===== src/rtl/irq_pending_ctrl.sv =====
`default_nettype none
// ============================================================================
//  Module      : irq_pending_ctrl
//  Description : Interrupt capture and arbitration stage.
//                Rising edges on irq_in are latched into a pending register
//                whatever the mask says. In IDLE, the lowest-index pending
//                source that is also enabled is captured and presented on
//                irq_out/irq_id. The request is held until ack. Edges that
//                arrive while their source is already pending are counted
//                in a saturating counter.
//  Ports       : clk          - system clock
//                reset        - synchronous reset, active-high
//                irq_in       - raw interrupt lines (same clock domain)
//                mask         - 1 = source enabled for arbitration
//                ack          - one-cycle acknowledge of the presented irq_id
//                irq_out      - interrupt request level
//                irq_id       - index of the presented interrupt
//                pending      - pending register, masked and unmasked sources
//                missed_count - saturating count of lost edges, all sources
//  Notes       : ID_W must equal $clog2(NUM_SRC).
//  Revision    : 1.0 - initial release
// ============================================================================
module irq_pending_ctrl #(
    parameter int NUM_SRC = 4,
    parameter int ID_W    = 2,
    parameter int OVF_W   = 4
) (
    input  logic               clk,
    input  logic               reset,
    input  logic [NUM_SRC-1:0] irq_in,
    input  logic [NUM_SRC-1:0] mask,
    input  logic               ack,
    output logic               irq_out,
    output logic [ID_W-1:0]    irq_id,
    output logic [NUM_SRC-1:0] pending,
    output logic [OVF_W-1:0]   missed_count
);

    // Width that can hold the number of edges lost in a single cycle.
    localparam int CNT_W = $clog2(NUM_SRC + 1);
    // One bit wider than either operand, so the sum cannot wrap before the
    // saturation compare.
    localparam int SUM_W = ((OVF_W > CNT_W) ? OVF_W : CNT_W) + 1;

    localparam logic [OVF_W-1:0] C_MISSED_MAX = {OVF_W{1'b1}};

    localparam logic [0:0] S_IDLE   = 1'b0;
    localparam logic [0:0] S_ASSERT = 1'b1;

    logic [0:0]         r_state;
    logic [0:0]         w_state_nxt;
    logic [NUM_SRC-1:0] r_irq_prev;
    logic [NUM_SRC-1:0] r_pending;
    logic [NUM_SRC-1:0] w_pending_nxt;
    logic [OVF_W-1:0]   r_missed;
    logic [OVF_W-1:0]   w_missed_nxt;
    logic [ID_W-1:0]    r_irq_id;
    logic [ID_W-1:0]    w_irq_id_nxt;
    logic               r_irq_out;
    logic               w_irq_out_nxt;

    logic [NUM_SRC-1:0] w_rise;
    logic [NUM_SRC-1:0] w_clr;
    logic [NUM_SRC-1:0] w_lost;
    logic [NUM_SRC-1:0] w_req;
    logic [CNT_W-1:0]   w_lost_cnt;
    logic [SUM_W-1:0]   w_sum;
    logic [ID_W-1:0]    w_low_id;

    assign w_rise = irq_in & ~r_irq_prev;
    assign w_req  = r_pending & mask;

    // One-hot clear of the presented source when it is acknowledged.
    for (genvar gi = 0; gi < NUM_SRC; gi++) begin : g_clr
        assign w_clr[gi] = (r_state == S_ASSERT) && ack && (r_irq_id == ID_W'(gi));
    end

    // A new edge on the source being cleared wins, so it is not lost.
    assign w_lost        = w_rise & r_pending & ~w_clr;
    assign w_pending_nxt = (r_pending & ~w_clr) | w_rise;

    always_comb begin
        w_lost_cnt = '0;
        for (int i = 0; i < NUM_SRC; i++) begin
            w_lost_cnt = w_lost_cnt + CNT_W'(w_lost[i]);
        end
    end

    always_comb begin
        w_sum        = SUM_W'(r_missed) + SUM_W'(w_lost_cnt);
        w_missed_nxt = (w_sum > SUM_W'(C_MISSED_MAX)) ? C_MISSED_MAX : w_sum[OVF_W-1:0];
    end

    // Lowest-index requesting source; scanning downward lets the lowest win.
    always_comb begin
        w_low_id = '0;
        for (int i = NUM_SRC - 1; i >= 0; i--) begin
            if (w_req[i]) begin
                w_low_id = ID_W'(i);
            end
        end
    end

    // Next-state and output logic. irq_id/irq_out only change on the
    // IDLE->ASSERT and ASSERT->IDLE transitions, so masking a source that is
    // already being presented does not withdraw it.
    always_comb begin
        w_state_nxt   = r_state;
        w_irq_id_nxt  = r_irq_id;
        w_irq_out_nxt = r_irq_out;
        case (r_state)
            S_IDLE: begin
                if (|w_req) begin
                    w_irq_id_nxt  = w_low_id;
                    w_irq_out_nxt = 1'b1;
                    w_state_nxt   = S_ASSERT;
                end
            end
            S_ASSERT: begin
                if (ack) begin
                    w_irq_out_nxt = 1'b0;
                    w_state_nxt   = S_IDLE;
                end
            end
            default: begin
                w_irq_out_nxt = 1'b0;
                w_state_nxt   = S_IDLE;
            end
        endcase
    end

    always_ff @(posedge clk) begin
        if (reset) begin
            r_state    <= S_IDLE;
            r_irq_prev <= '0;
            r_pending  <= '0;
            r_missed   <= '0;
            r_irq_id   <= '0;
            r_irq_out  <= 1'b0;
        end else begin
            r_state    <= w_state_nxt;
            r_irq_prev <= irq_in;
            r_pending  <= w_pending_nxt;
            r_missed   <= w_missed_nxt;
            r_irq_id   <= w_irq_id_nxt;
            r_irq_out  <= w_irq_out_nxt;
        end
    end

    assign irq_out      = r_irq_out;
    assign irq_id       = r_irq_id;
    assign pending      = r_pending;
    assign missed_count = r_missed;

endmodule
`default_nettype wire


===== config.mk =====
export PLATFORM = sky130hd
export DESIGN_NAME = irq_pending_ctrl
export DESIGN_NICKNAME = d
export VERILOG_FILES = /design/src/rtl/irq_pending_ctrl.sv
export SDC_FILE = /design/constraint.sdc
export NUM_CORES = 1
export LEC_CHECK = 0
export ABC_AREA = 1
export BUFFER_PORTS_ARGS = -buffer_cell sky130_fd_sc_hd__buf_4
export CORE_MARGIN = 1
export CORE_UTILIZATION = 52
export CTS_CLUSTER_DIAMETER = 120
export DETAILED_ROUTE_END_ITERATION = 12
export PLACE_DENSITY_LB_ADDON = 0.05
export SETUP_SLACK_MARGIN = 0.4
export SLEW_MARGIN = 25
export SYNTH_ARGS = -nofsm -noshare
export SYNTH_HDL_FRONTEND = slang
export SYNTH_SLANG_ARGS = --single-unit

===== constraint.sdc =====
create_clock -name clk -period 6.32 [get_ports clk]
set_input_delay 0.316 -clock clk [delete_from_list [all_inputs] [get_ports clk]]
set_output_delay 0.316 -clock clk [all_outputs]
set_load 0.01 [all_outputs]

==> impl_metrics.env, run 1 <==
export IMPL_drt_first_pass_iters=4
export IMPL_routed_wl_um=1390
export IMPL_path_max_fanout=5
export IMPL_cp_cell_sequence="inv_1 > nand3_1 > nand4_1 > fa_1 > fa_1 > inv_1 > fa_1 > inv_1 > a21oi_1"
export IMPL_min_from="irq_in[2]"
export IMPL_die_w_um=39.8
export IMPL_grt_pass1_wl_um=2130
export IMPL_setup_viol=0
export IMPL_netlist_area_um2=742
export IMPL_hold_violations=0
export IMPL_crit_path_end_kind="flop"
export IMPL_syn_to_final_growth_pct=26.1
export IMPL_grt_max_degree=14
export IMPL_final_core_util_pct=71.0
export IMPL_finalMaxSlewViolations=0
export IMPL_cts_buffers_inserted=3
export IMPL_max_slew_worst_pin_slew_ps=183
export IMPL_initial_core_util_pct=56.3
export IMPL_crit_type="flop to flop"
export IMPL_skew_ps=1.88
export IMPL_dieArea_um2=1580
export IMPL_fillerInstances=115
export IMPL_dpl_cell_count=134
export IMPL_yosys_area_top_type="dfxtp_1"
export IMPL_yosys_register_bits=16
export IMPL_clkSlewWorstSetupHoldPaths_ps=90
export IMPL_clk_latency_ps=290
export IMPL_synthArstFlopShare_pct=0
export IMPL_critical_path_slowest_cell="fa_1"
export IMPL_synth_cell_types=17
export IMPL_grt_usage_pct=22.0
export IMPL_max_stage_delay_ps=500
export IMPL_outcome="completed"
export IMPL_r2r_start="irq_id[0]"
export IMPL_finalNonFillerCells=137
export IMPL_via_per_inst=4.82
export IMPL_rows=13
export IMPL_min_path_type="input port to flop"
export IMPL_synth_area_leaders="dfxtp_1 (43%), nand2_1 (11%), inv_1 (9.1%)"
export IMPL_finalWeightedCongestion=0.758
export IMPL_drive_above_1_share_pct=26.2
export IMPL_post_route_period_util_pct=36.9
export IMPL_ys_seq_area_share_pct=43.2
export IMPL_die_y_um=39.8
export IMPL_port_buffers=21
export IMPL_cts_htree_levels=1
export IMPL_cts_resized=0
export IMPL_num_io_pins=22
export IMPL_synth_common_cells="nand2_1 (21), inv_1 (18), dfxtp_1 (16)"
export IMPL_setup_tns_final_ps=0
export IMPL_antenna_found_initial=0
export IMPL_min_period_ps=2330
export IMPL_regArea_um2=320
export IMPL_final_antenna_net_count=0
export IMPL_hpwlAfterDp_um=1120
export IMPL_finalNetCount=139
export IMPL_diodes=0
export IMPL_required_ps=6510
export IMPL_ys_warn_count=0
export IMPL_synth_fp_nets=114
export IMPL_cap_violations=0
export IMPL_grt_pass1_vias=515
export IMPL_multiInputGateArea_um2=342
export IMPL_drc=0
export IMPL_root_buffer="clkbuf_4"
export IMPL_clockBufferDepth=2
export IMPL_yosysTopAreaCellShare_pct=43.2
export IMPL_cts_hold_buf=0
export IMPL_drt_iter0_drc=6
export IMPL_synth_edff_count=0
export IMPL_worstSetupStartpoint="irq_id[0]"
export IMPL_core_area_um2=1320
export IMPL_power_density_nw_per_um2=238
export IMPL_slew_headroom_pct=87.8
export IMPL_postCtsSetupBuffers=0
export IMPL_wl_per_cell_um=10.2
export IMPL_avgSynthCellArea_um2=7.49
export IMPL_cts_tree="yes"
export IMPL_yosys_most_used_dff="dfxtp_1"
export IMPL_p_leak_uw=0.000491
export IMPL_cts_sinks=16
export IMPL_clock_fmax_mhz=428
export IMPL_synthCells=99
export IMPL_cp_data_arrival_time_ps=2520
export IMPL_grt_overflow=0
export IMPL_cp_start_kind="flop"
export IMPL_ir_drop_mv=0.113
export IMPL_rsz0062_at_grt="no"
export IMPL_synth_most_common_cell="nand2_1"
export IMPL_vias=661
[registers in the layout (all words and copies together) (netlist names)]
name,flops
r_irq_prev,4
irq_out,1
pending,4
irq_id,2
r_state,1
missed_count,4
[path summary, 6_finish.rpt]
path / end / cells after the start / slack (ps)
setup / recovery: missed_count[1] / 9 / 3990
hold / removal: r_irq_prev[2] / 3 / 240
setup reg to reg: missed_count[1] / 9 / 3990
hold reg to reg: irq_out / 2 / 470
[cell usage in the layout (no fill, tap or decap), drive strengths merged]
master and count:
clkbuf 3, a21oi 8, inv 20, nand4 4, fa 3, nor2 8, o21ai 3, dfxtp 16
nand3 6, a31oi 1, ha 1, buf 21, nor3 2, nand2 26
[stage by stage]
stage | setup WS [ps] | hold slack, ps | instance area, um^2 | total power (uW)
6_report | 3990 | 244 | 936 | 223
5_1_grt | 3840 | 229 | 936 | 239
4_1_cts | 3960 | 235 | 936 | 226
3_5_place_dp | 3910 | 453 | 913 | 172
3_3_place_gp | 3960 | 445 | 913 | 170
2_1_floorplan | 4040 | 395 | 742 | 150
[critical path: cells and delay by family (launching register included)]
kind / cells / cell delay [ps]
fa+ha+maj: 3 / 1330
flops: 1 / 420
buf+inv: 3 / 220
simple gates: 2 / 210
compound gates: 1 / 50
[power breakdown]
part / total [uW] / switching (uW) / internal [uW] / leakage [uW]
logic: 51.0 / 26.5 / 24.5 / 0.000344
clock network: 54.3 / 32.1 / 22.2 / 0.0000138
registers: 118 / 7.59 / 110 / 0.000132
[layer usage]
metal	global-route usage, %	share of wire (%)	up-vias
li1	-	-	355
met1	26.9	48	285
met2	32.0	45	16
met3	8.52	4.8	5
met4	12.9	2.8	0
met5	0	0	-
[cell type report]
type / instances / area share [%]
Tap cell: 15 / 2.01
Sequential cell: 16 / 34.2
Clock buffer: 3 / 2.41
Inverter: 20 / 8.02
Multi-Input combinational cell: 62 / 36.5
Timing Repair Buffer: 21 / 16.8
[kinds of logic (layout without fill, tap and decap cells)]
group	after synthesis	after routing	synth area share, %
and+or+nand+nor	46	46	28.0
adders and majority gates	4	4	9.78
AOI/OAI and AO/OA	12	12	8.26
DFF	16	16	43.2
buffers and inverters	21	44	10.8
(Power assumes the default switching activity.)
==> inputs of run 2 (changes only) <==
- ABC_AREA: 1 -> 0
- CORE_UTILIZATION: 52 -> 43
- clock period: 6.32 -> 1.9 ns (I/O delays scaled with it)
==> impl_metrics.env, run 2 <==
export IMPL_clkSlewWorstSetupHoldPaths_ps=90
export IMPL_dpl_cell_count=124
export IMPL_mostFrequentLayoutCell="buf_4"
export IMPL_path_max_fanout=2
export IMPL_slew_headroom_pct=81.9
export IMPL_cts_buffers_inserted=3
export IMPL_synth_common_cells="dfxtp_1 (16), a21oi_1 (9), nor2_1 (7)"
export IMPL_initial_core_util_pct=46.1
export IMPL_wl_per_cell_um=11.5
export IMPL_die_y_um=42.4
export IMPL_power_total_uw=804
export IMPL_max_slew_worst_pin_slew_ps=271
export IMPL_num_io_pins=22
export IMPL_cts_tree="yes"
export IMPL_grt_pass1_vias=589
export IMPL_drive_above_1_share_pct=46.0
export IMPL_yosys_register_bits=16
export IMPL_synthArstFlopShare_pct=0
export IMPL_via_per_inst=5.03
export IMPL_yosys_most_used_dff="dfxtp_1"
export IMPL_worst_slack_ps=-386
export IMPL_drt_iter0_drc=12
export IMPL_cts_hold_buf=0
export IMPL_synth_most_common_cell="dfxtp_1"
export IMPL_finalMaxSlewViolations=0
export IMPL_yosysTopAreaCellShare_pct=45.6
export IMPL_skew_ps=0.807
export IMPL_avgSynthCellArea_um2=9.13
export IMPL_routed_wl_um=1480
export IMPL_synthCells=77
export IMPL_synth_area_leaders="dfxtp_1 (46%), fa_1 (8.5%), a21oi_1 (6.4%)"
export IMPL_min_period_ps=2290
export IMPL_vias=649
export IMPL_synth_cell_types=23
export IMPL_antenna_found_initial=0
export IMPL_drc=0
export IMPL_cts_htree_levels=1
export IMPL_cp_start_kind="flop"
export IMPL_critical_path_slowest_cell="fa_2"
export IMPL_max_stage_delay_ps=430
export IMPL_yosys_area_top_type="dfxtp_1"
export IMPL_clock_fmax_mhz=437
export IMPL_clockBufferDepth=2
export IMPL_cp_data_arrival_time_ps=2470
export IMPL_diodes=0
export IMPL_netlist_area_um2=703
export IMPL_hold_violations=0
export IMPL_synth_edff_count=0
export IMPL_seqPwrFrac_pct=48.2
export IMPL_switching_power_uw=215
export IMPL_power_density_nw_per_um2=772
export IMPL_post_route_period_util_pct=120
export IMPL_cp_cell_sequence="nand2_4 > o31ai_4 > or2_4 > fa_1 > fa_2 > inv_2 > fa_2 > inv_2 > a21oi_1"
export IMPL_crit_path_end_kind="flop"
export IMPL_syn_to_final_growth_pct=48.0
export IMPL_finalNetCount=129
export IMPL_port_buffers=21
export IMPL_crit_type="flop to flop"
export IMPL_root_buffer="clkbuf_4"
export IMPL_core_area_um2=1520
export IMPL_ys_warn_count=0
export IMPL_final_cell_mix="buf_4 (33), dfxtp_1 (12), a21oi_1 (9), nor2_1 (7), nor2b_1 (6)"
export IMPL_p_int_uw=589
export IMPL_grt_pass1_wl_um=2420
export IMPL_final_antenna_net_count=0
export IMPL_clkPwrFrac_pct=27.5
export IMPL_p_leak_uw=0.000481
export IMPL_die_w_um=42.4
export IMPL_fillerInstances=135
export IMPL_combPwrFrac_pct=24.3
export IMPL_cap_violations=0
export IMPL_dieArea_um2=1800
export IMPL_drt_first_pass_iters=4
export IMPL_synth_fp_nets=92
export IMPL_ys_seq_area_share_pct=45.6
export IMPL_hpwlAfterDp_um=1100
export IMPL_finalWeightedCongestion=0.758
export IMPL_min_path_type="input port to flop"
export IMPL_worst_path_buf_inv=2
export IMPL_finalNonFillerCells=129
export IMPL_violations="negative setup slack"
export IMPL_grt_overflow=0
export IMPL_cts_sinks=16
export IMPL_ir_drop_mv=0.409
export IMPL_crit_family="adder cells"
export IMPL_clk_latency_ps=280
export IMPL_setup_viol=4
export IMPL_grt_usage_pct=18.3
export IMPL_rsz0062_at_grt="yes"
export IMPL_outcome="finished, violations left"
export IMPL_holdWs_ps=28.5
export IMPL_grt_max_degree=17
export IMPL_rows=14
export IMPL_switching_share_pct=26.8
export IMPL_required_ps=2080
==> run 2: changes by cell type in the layout (fill, tap and decap cells not counted), moves of 3 or more <==
cell	before	now
nand2_2	5	0
nor2b_1	0	6
dfxtp_2	0	3
nand2b_1	0	4
inv_1	18	2
buf_4	21	33
dfxtp_1	16	12
nand4_1	4	0
nand2_1	21	4
nand3_1	6	2
==> run 2: path summary, 6_finish.rpt <==
check | startpoint | to | slack (ps) | cells after the start
setup reg to reg | r_state | missed_count[1] | -390 | 9
hold reg to reg | irq_out | irq_out | 480 | 1
setup / recovery | r_state | missed_count[1] | -390 | 9
hold / removal | irq_in[0] | r_irq_prev[0] | 30 | 2
==> run 2: layer usage <==
layer / track usage (%) / vias to the layer above / wire length, um
met5: 0 / - / 0
met4: 7.50 / 0 / 11
met3: 7.33 / 2 / 83
met2: 25.8 / 19 / 681
met1: 24.7 / 294 / 705
li1: - / 334 / -
==> run 2: kinds of logic (layout without fill, tap and decap cells) <==
| kind of cell | count (synthesis) | after routing | synth area share [%] |
|---|---|---|---|
| adder cells (fa/ha/maj) | 4 | 4 | 10.3 |
| flip-flops | 16 | 16 | 45.6 |
| AND/OR/NAND/NOR | 30 | 30 | 21.9 |
| AO/OA/AOI/OAI | 21 | 21 | 18.9 |
| buffers and inverters | 6 | 42 | 3.38 |
==> run 2: stage by stage <==
step                setup TNS (ps)  utilization, %  area (um^2)  setup WS (ps)
floorplan                    -1180               -          721           -351
global placement             -1270            64.0          976           -351
detailed placement           -1380            64.0          976           -376
CTS                          -1300            67.8         1030           -383
global route                 -1830            68.3         1040           -486
finish                       -1380            68.3         1040           -386
==> run 2: cell type report <==
| class | instances | area (um^2) | area share, % |
|---|---|---|---|
| sequential | 16 | 328 | 31.5 |
| timing repair buffer | 33 | 248 | 23.8 |
| inverter | 5 | 18.8 | 1.80 |
| tap | 16 | 20.0 | 1.92 |
| clock buffer | 4 | 36.3 | 3.49 |
| multi-input combinational | 55 | 390 | 37.5 |
==> run 2: power by group through the flow <==
stage	clock network [uW]	registers (uW)	logic, uW
after floorplan	0	406	78.2
after global placement	0	391	185
after detailed placement	0	393	187
after CTS	233	388	192
after global routing	247	390	218
final	221	387	196
==> run 2: repair_timing <==
action                                 4_1_cts  5_1_grt
buffers inserted                             0        1
pin swaps                                    3        1
endpoints found under the hold margin        0        0
setup endpoints to repair                    4        4
resized for setup                            5        1
==> run 2: worst register-to-register path, cell delays in order, from the launching register on <==
cell	delay, ps
dfxtp_4	370
nand2_4	50
o31ai_4	250
or2_4	160
fa_1	420
fa_2	350
inv_2	70
fa_2	430
inv_2	50
a21oi_1	50
